<file path="src/rtl/rv32_wb_pkg.sv">
// Shared definitions for the register-file writeback path: RV32I load funct3 codes and the
// {rd, data} item carried through the skid buffer and output stage.
package rv32_wb_pkg;

    localparam int WB_DATA_W = 32;
    localparam int WB_RD_W   = 5;

    localparam logic [2:0] F3_LB  = 3'b000;
    localparam logic [2:0] F3_LH  = 3'b001;
    localparam logic [2:0] F3_LW  = 3'b010;
    localparam logic [2:0] F3_LBU = 3'b100;
    localparam logic [2:0] F3_LHU = 3'b101;

    typedef struct packed {
        logic [WB_RD_W-1:0]   rd;
        logic [WB_DATA_W-1:0] data;
    } wb_item_t;

endpackage

</file>
<file path="src/rtl/writeback_unit_load_align.sv">
// load_align: picks the addressed byte/half lane of a raw memory word and sign- or
// zero-extends it according to the RV32I load funct3; reserved codes behave as LW.
module load_align
    import rv32_wb_pkg::*;
#(
    parameter int DataWidth = 32
) (
    input  logic [2:0]           funct3_i,
    input  logic [1:0]           addr_lo_i,
    input  logic [DataWidth-1:0] rdata_i,
    output logic [DataWidth-1:0] data_o
);

    logic [7:0]  byte_lane;
    logic [15:0] half_lane;

    always_comb begin
        byte_lane = rdata_i[7:0];
        case (addr_lo_i)
            2'd0: byte_lane = rdata_i[7:0];
            2'd1: byte_lane = rdata_i[15:8];
            2'd2: byte_lane = rdata_i[23:16];
            2'd3: byte_lane = rdata_i[31:24];
            default: byte_lane = rdata_i[7:0];
        endcase
        // Halfword lane ignores addr_lo[0]; misaligned halves are the memory side's concern.
        half_lane = addr_lo_i[1] ? rdata_i[31:16] : rdata_i[15:0];
    end

    always_comb begin
        data_o = rdata_i;
        case (funct3_i)
            F3_LB:   data_o = {{(DataWidth-8){byte_lane[7]}}, byte_lane};
            F3_LH:   data_o = {{(DataWidth-16){half_lane[15]}}, half_lane};
            F3_LBU:  data_o = {{(DataWidth-8){1'b0}}, byte_lane};
            F3_LHU:  data_o = {{(DataWidth-16){1'b0}}, half_lane};
            default: data_o = rdata_i;
        endcase
    end

endmodule

</file>
<file path="src/rtl/writeback_unit.sv">
// writeback_unit: arbitrates ALU results and aligned load data onto one registered register-file
// write port via a one-entry ALU skid buffer. Define WB_BYPASS_EN to add decode bypass/stall ports.
module writeback_unit
    import rv32_wb_pkg::*;
#(
    parameter int DataWidth  = 32,
    parameter int RegAddress = 5
) (
    input  logic                  clk,
    input  logic                  rst,
    // Handshake: an item transfers in any cycle where valid && ready at the rising edge;
    // ready does not depend on valid, and a valid item must be held until it transfers.
    input  logic                  alu_valid,
    output logic                  alu_ready,
    input  logic [RegAddress-1:0] alu_rd,
    input  logic [DataWidth-1:0]  alu_data,
    input  logic                  ld_valid,
    output logic                  ld_ready,
    input  logic [RegAddress-1:0] ld_rd,
    input  logic [2:0]            ld_funct3,
    input  logic [1:0]            ld_addr_lo,
    input  logic [DataWidth-1:0]  ld_rdata,
    output logic                  rf_write_enable,
    output logic [RegAddress-1:0] rf_write_addr,
    output logic [DataWidth-1:0]  rf_write_data,
`ifdef WB_BYPASS_EN
    input  logic [RegAddress-1:0] byp_src1,
    input  logic [RegAddress-1:0] byp_src2,
    output logic                  byp_hit1,
    output logic                  byp_hit2,
    output logic [DataWidth-1:0]  byp_data1,
    output logic [DataWidth-1:0]  byp_data2,
    output logic                  byp_stall,
`endif
    output logic                  busy
);

    logic                  skid_valid_q, skid_valid_d;
    logic [RegAddress-1:0] skid_rd_q,    skid_rd_d;
    logic [DataWidth-1:0]  skid_data_q,  skid_data_d;

    logic                  wr_en_q,   wr_en_d;
    logic [RegAddress-1:0] wr_addr_q, wr_addr_d;
    logic [DataWidth-1:0]  wr_data_q, wr_data_d;

    logic                  issue_valid;
    logic [RegAddress-1:0] issue_rd;
    logic [DataWidth-1:0]  issue_data;
    logic [DataWidth-1:0]  ld_aligned;

    load_align #(
        .DataWidth (DataWidth)
    ) u_load_align (
        .funct3_i  (ld_funct3),
        .addr_lo_i (ld_addr_lo),
        .rdata_i   (ld_rdata),
        .data_o    (ld_aligned)
    );

    // Both sources stall together while the skid holds an item, so it always drains first.
    assign alu_ready = !skid_valid_q;
    assign ld_ready  = !skid_valid_q;

    always_comb begin
        issue_valid  = 1'b0;
        issue_rd     = '0;
        issue_data   = '0;
        skid_valid_d = skid_valid_q;
        skid_rd_d    = skid_rd_q;
        skid_data_d  = skid_data_q;
        if (skid_valid_q) begin
            issue_valid  = 1'b1;
            issue_rd     = skid_rd_q;
            issue_data   = skid_data_q;
            skid_valid_d = 1'b0;
        end else if (ld_valid) begin
            issue_valid = 1'b1;
            issue_rd    = ld_rd;
            issue_data  = ld_aligned;
            if (alu_valid) begin
                skid_valid_d = 1'b1;
                skid_rd_d    = alu_rd;
                skid_data_d  = alu_data;
            end
        end else if (alu_valid) begin
            issue_valid = 1'b1;
            issue_rd    = alu_rd;
            issue_data  = alu_data;
        end
    end

    // x0 is hardwired: its items complete the handshake but never strobe the write port.
    always_comb begin
        wr_en_d   = issue_valid && (issue_rd != '0);
        wr_addr_d = wr_addr_q;
        wr_data_d = wr_data_q;
        if (wr_en_d) begin
            wr_addr_d = issue_rd;
            wr_data_d = issue_data;
        end
    end

    always_ff @(posedge clk or posedge rst) begin
        if (rst) begin
            skid_valid_q <= 1'b0;
            skid_rd_q    <= '0;
            skid_data_q  <= '0;
            wr_en_q      <= 1'b0;
            wr_addr_q    <= '0;
            wr_data_q    <= '0;
        end else begin
            skid_valid_q <= skid_valid_d;
            skid_rd_q    <= skid_rd_d;
            skid_data_q  <= skid_data_d;
            wr_en_q      <= wr_en_d;
            wr_addr_q    <= wr_addr_d;
            wr_data_q    <= wr_data_d;
        end
    end

    assign rf_write_enable = wr_en_q;
    assign rf_write_addr   = wr_addr_q;
    assign rf_write_data   = wr_data_q;
    assign busy            = skid_valid_q | wr_en_q;

`ifdef WB_BYPASS_EN
    // Forward the value being written this cycle; a skid-held rd is not yet visible, so stall.
    assign byp_hit1  = wr_en_q && (wr_addr_q == byp_src1) && (byp_src1 != '0);
    assign byp_hit2  = wr_en_q && (wr_addr_q == byp_src2) && (byp_src2 != '0);
    assign byp_data1 = wr_en_q ? wr_data_q : '0;
    assign byp_data2 = wr_en_q ? wr_data_q : '0;
    assign byp_stall = skid_valid_q && (skid_rd_q != '0) &&
                       ((skid_rd_q == byp_src1) || (skid_rd_q == byp_src2));
`endif

endmodule

</file>
<file path="config.mk">
export PLATFORM = sky130hd
export DESIGN_NAME = writeback_unit
export DESIGN_NICKNAME = d
export VERILOG_FILES = /design/src/rtl/rv32_wb_pkg.sv /design/src/rtl/writeback_unit_load_align.sv /design/src/rtl/writeback_unit.sv
export SDC_FILE = /design/constraint.sdc
export NUM_CORES = 1
export LEC_CHECK = 0
export ABC_AREA = 1
export ABC_CLOCK_PERIOD_IN_PS = 2300
export BUFFER_PORTS_ARGS = -buffer_cell sky130_fd_sc_hd__buf_2
export CAP_MARGIN = 40
export CORE_MARGIN = 2
export CORE_UTILIZATION = 48
export DETAILED_ROUTE_END_ITERATION = 8
export PLACE_DENSITY = 0.82
export SKIP_LAST_GASP = 1
export SLEW_MARGIN = 40
export SYNTH_ARGS = -nofsm -noshare
export SYNTH_HDL_FRONTEND = slang
export SYNTH_SLANG_ARGS = --single-unit
</file>
<file path="constraint.sdc">
create_clock -name clk -period 2.3 [get_ports clk]
set_clock_uncertainty 0.1 [all_clocks]
set_input_delay 0.115 -clock clk [delete_from_list [all_inputs] [get_ports clk]]
set_output_delay 0.115 -clock clk [all_outputs]
set_load 0.05 [all_outputs]
</file>
Word-level counts from Yosys, hierarchy flattened
Index checks and enable logic that the tools add are counted.
{"block": "op_classes", "reduce_logical": 6, "bitwise_logic": 2, "eq_ne": 6, "n_mux": 14}
{"op": "$pmux W32 S4", "count": 1}
{"op": "$mux W32", "count": 3}
{"op": "$pmux W8 S4", "count": 1}
{"op": "$mux W16", "count": 1}
{"op": "$mux W5", "count": 3}
{"op": "$eq A3 B3 Y1 const B", "count": 2}
{"op": "$mux W1", "count": 5}
{"op": "$reduce_bool A5 Y1", "count": 1}
{"op": "$eq A2 B2 Y1 const B", "count": 2}
{"op": "$eq A3 B1 Y1 const B", "count": 1}
{"op": "$logic_not A3 Y1", "count": 1}
{"op": "$reduce_and A3 Y1", "count": 1}
{"op": "$eq A2 B1 Y1 const B", "count": 1}
{"op": "$logic_not A2 Y1", "count": 1}
{"op": "$logic_and A1 B1 Y1", "count": 1}
{"op": "$logic_not A1 Y1", "count": 1}
{"op": "$not A1 Y1", "count": 1}
{"op": "$or A1 B1 Y1", "count": 1}
{"block": "totals", "output_inout_bits": 41, "regBits": 76, "in_bits": 83, "wordCells": 34}

Logic depth before layout (Yosys ltp)
{"block": "depth", "word_depth": 5, "ltp_mapped": 14, "depth_no_buf": 11}

Cells and area by module
From an unflattened synthesis, not the netlist that was laid out.
{"block": "hier_totals", "hier_cells": 643, "area_unflattened_um2": 4872.2}
{"module": "writeback_unit", "seq_area_each_um2": 1901.8, "instances": 1, "cells_each": 497, "area_per_inst_um2": 4110.2}
{"module": "load_align", "seq_area_each_um2": 0.0, "instances": 1, "cells_each": 146, "area_per_inst_um2": 762.0}

Worst setup path after synthesis
Ideal clock, no wire load.
{"block": "synth_path", "path_kind": "register to output", "start": "reg skid_valid_q", "end": "out ld_ready", "t_required_ns": 2.085, "path_slack_ns": 0.544, "n_path_buf": 3, "path_stages_with_launch": 5, "arrival_time_ns": 1.541, "path_cell_list": "dfrtp_1 buf_6 inv_2 clkbuf_1 buf_4"}
{"block": "synth_between", "elab_chain_len": 1}
{"element": "start: declaration", "line_no": "writeback_unit.sv:38", "rtl": "logic skid_valid_q, skid_valid_d;"}
{"element": "start signal: assignment", "line_no": "writeback_unit.sv:112", "rtl": "skid_valid_q <= skid_valid_d;"}
{"element": "$logic_not A1 Y1"}
{"element": "end: declaration", "line_no": "writeback_unit.sv:18", "rtl": "output logic ld_ready,"}
No other way between the ends.

Worst setup path in the final report
{"block": "layout_path", "start": "reg skid_valid_q", "end": "reg wr_data_q[2], in the netlist rf_write_data[2]"}
{"block": "layout_between", "elab_chain_len": 3, "elab_cells_between_ends": 5, "cone_classes": "mux (3); reduce/logical (2)"}
{"element": "$mux W5", "line_no": "writeback_unit.sv:71", "rtl": "if (skid_valid_q) begin"}
{"element": "$reduce_bool A5 Y1", "line_no": "writeback_unit.sv:94", "rtl": "wr_en_d = issue_valid && (issue_rd != '0);"}
{"element": "$logic_and A1 B1 Y1", "line_no": "writeback_unit.sv:94"}
{"element": "end signal: assignment", "line_no": "writeback_unit.sv:117", "rtl": "wr_data_q <= wr_data_d;"}
{"element": "end: declaration", "line_no": "writeback_unit.sv:44", "rtl": "logic [DataWidth-1:0] wr_data_q, wr_data_d;"}
Parallel ways exist; a longest one is shown, timed or not.
A chain may end at the register's enable or synchronous reset.

==> qor.txt <==
Status = complete, no violations
Worst flop-to-flop path startpoint = skid_valid_q
Reg2reg setup slack = 310 ps
DR DRC count = 0
CTS Sinks = 76
Power Dens Cells = 726 nW/um^2
Syn nets = 731
Largest family of logic cells by synthesized area = simple AND/OR/NAND/NOR gates
Seq/Total Area, Yosys = 43.3%
Root buffer cell = clkbuf_8
Worst-case reg-to-reg path depth = 10
Fin worst setup slack = 307 ps
Yosys top cell by area = dfrtp_1
CP Capture Point = rf_write_data[2]
CTS tree = yes
Synth cell types = 26
Routed Antenna Nets = 0
Adder-cell share of the synthesized area = 0%
CP required = 2450 ps
Synth Area in XOR/XNOR = 0%
Final Net Count = 881
Gr usage total = 26.6%
Layout area overhead = 29.3%
Slew headroom = 56.6%
Global route overflow = 0
Simple-gate share of the synthesized area = 34.4%
Iter 0 DRT Violations = 277
Die area = 9930 sq um
CP Launch Type = register
Placed cell area = 5090 sq um
Final slew viol count = 0
Via count = 4675
Number of flops mapped to enable cells by yosys = 0
Routed len/inst = 14.2 um
Cell Rows = 34
Hold Path Class = in -> reg
Total power = 4.12 mW
Initial antenna violation count = 0
Mapped Area = 4390 sq um
Peak Freq = 502 MHz
Max-cap violations = 0
Final Setup Violations = 0
First-pass GRT wire length = 20900 um
Crit path max fanout = 33
Diodes inserted = 0
Reg clk slew, reported paths = 80 ps
Flops & latches, synth = 76
Worst-Skew Late Latency = 360 ps
Crit end category = register
Die Y = 99.6 um
Maximum vdd drop = 0.428 mV
Fin. Hold Viols = 0
Hpwl dp = 9140 um
Number of top-level pins = 124
Worst Tran Pin Value = 649 ps
Crit path DAT = 2150 ps
Clock Path Buffers = 2
H-tree depth = 3
First-pass iteration count of the detailed router = 5
Largest net degree at the start of global routing = 58
Most used DFF post-synth = dfrtp_1
CTS resizes = 0
Leakage = 3.13 nW
WS Path Type = reg -> reg
Post-synthesis cell count = 648
Crit share post-route = 86.7%
Post-synthesis compound-gate area fraction = 12.5%
Share of cells above drive strength 1 = 22.3%
Min Tclk post-route = 1990 ps
Synth Warn # = 0
Fraction of registers with async set/reset = 100%
DP Worst Slack = 357 ps
Mux share of post-synthesis cell area = 0%
Design Area, Final = 5680 sq um
GPL Wtd Cong = 0.898
Share of the synthesized area in the top cell type = 43.3%
Avg Inst Size Synth = 6.77 sq um
Core region area = 8810 sq um
R2R Path End = rf_write_data[2]
RSZ-0062 raised after global routing = false
CTS buffer count = 9
Final core utilization = 64.5%
Final wirelength = 12900 um
Port Buffer Count = 123
Die Width = 99.6 um
Vias in the first global route = 4479
Fin Setup TNS = 0 ps
Crit path launch = skid_valid_q
Starting density of the core = 49.8%
Vias per Instance = 5.14
Top cells by area, synth = dfrtp_1, nand2_1, o21ai_0
## worst max-delay path, stage by stage, from the launching register on
cell and delay (ps):
dfrtp_1 430, buf_12 190, nand2_1 100, nand2_1 90, inv_1 60, nand2_1 40, nor2_1 120, nand3_2 310
buf_4 290, nand3_1 90, nand2_1 60
## synthesized netlist by cell type, types with 2 or more instances
cell type and number:
a21oi_1 40, a21oi_2 6, a22oi_1 2, buf_1 3
buf_2 15, buf_4 4, buf_6 4, clkbuf_1 12
dfrtp_1 76, inv_1 54, inv_2 2, nand2_1 257
nand3_1 45, nor2_1 51, nor2_2 9, nor3_1 4
o21ai_0 47, o21ai_1 8, or2_2 2
## placed cells by master (no fill, tap or decap)
cell	instances
nand2_1	257
a21boi_0	1
nand3_1	45
inv_2	3
nand3b_1	1
clkinv_2	1
nor2_4	2
inv_1	53
nor3_1	4
or2_2	2
nand2_4	1
buf_2	123
inv_4	1
nand3_2	1
a22oi_1	2
a21oi_2	6
buf_4	14
dlygate4sd3_1	38
o21ai_0	47
clkbuf_8	12
inv_6	1
clkinv_1	1
nor2_2	9
dfrtp_1	76
buf_12	2
o21ai_1	8
a21oi_1	40
bufinv_16	1
nor2_1	50
## per-stage QoR
| stage | instances | hold slack (ps) |
|---|---|---|
| floorplan | 648 | 132 |
| global placement | 857 | 38.1 |
| detailed placement | 857 | 50.0 |
| CTS | 910 | 1.74 |
| global route | 910 | 37.3 |
| finish | 910 | 11.1 |
## flip-flops by register name, indices dropped and copies added, names as in the netlist
register and cells:
rf_write_data 32, rf_write_addr 5, skid_rd_q 5, skid_data_q 32, skid_valid_q 1, rf_write_enable 1
## worst min-delay path by stage
stage / from / endpoint / slack, ps / cells after the start
after floorplan: alu_data[7] / skid_data_q[7] / 130 / 2
after global placement: rst / skid_rd_q[2] / 40 / 2
after detailed placement: rst / skid_rd_q[2] / 50 / 2
after CTS: ld_rd[4] / rf_write_addr[4] / 2 / 5
after global routing: ld_rd[4] / rf_write_addr[4] / 40 / 5
final: ld_rd[4] / rf_write_addr[4] / 10 / 5
## cells by family after synthesis
family,Yosys count
simple gates,372
compound gates,104
buf+inv,96
flops,76
## report_power, final
group / total, mW / internal (mW) / leakage (nW) / switching (mW)
logic: 1.36 / 0.400 / 2.09 / 0.960
clock network: 1.09 / 0.587 / 0.109 / 0.501
registers: 1.67 / 1.55 / 0.938 / 0.117
## metal layers
| metal | track usage [%] | part of all wire, % |
|---|---|---|
| met3 | 4.50 | 6.2 |
| met1 | 34.3 | 43 |
| met2 | 45.7 | 49 |
| met5 | 0 | 0 |
| met4 | 8.43 | 1.9 |
## final cells by class
class,count,area (sq um)
Timing Repair Buffer,177,1140
Clock inverter,3,43.8
Multi-Input combinational cell,476,2070
Tap cell,108,135
Sequential cell,76,1900
Clock buffer,12,165
Inverter,58,220
Fill cell,752,3130
## what timing repair did
action	4_1_cts	5_1_grt
buffers inserted	0	0
hold endpoints to repair	60	0
hold buffers	38	0
Note: power is estimated with default switching activity, not from simulation.
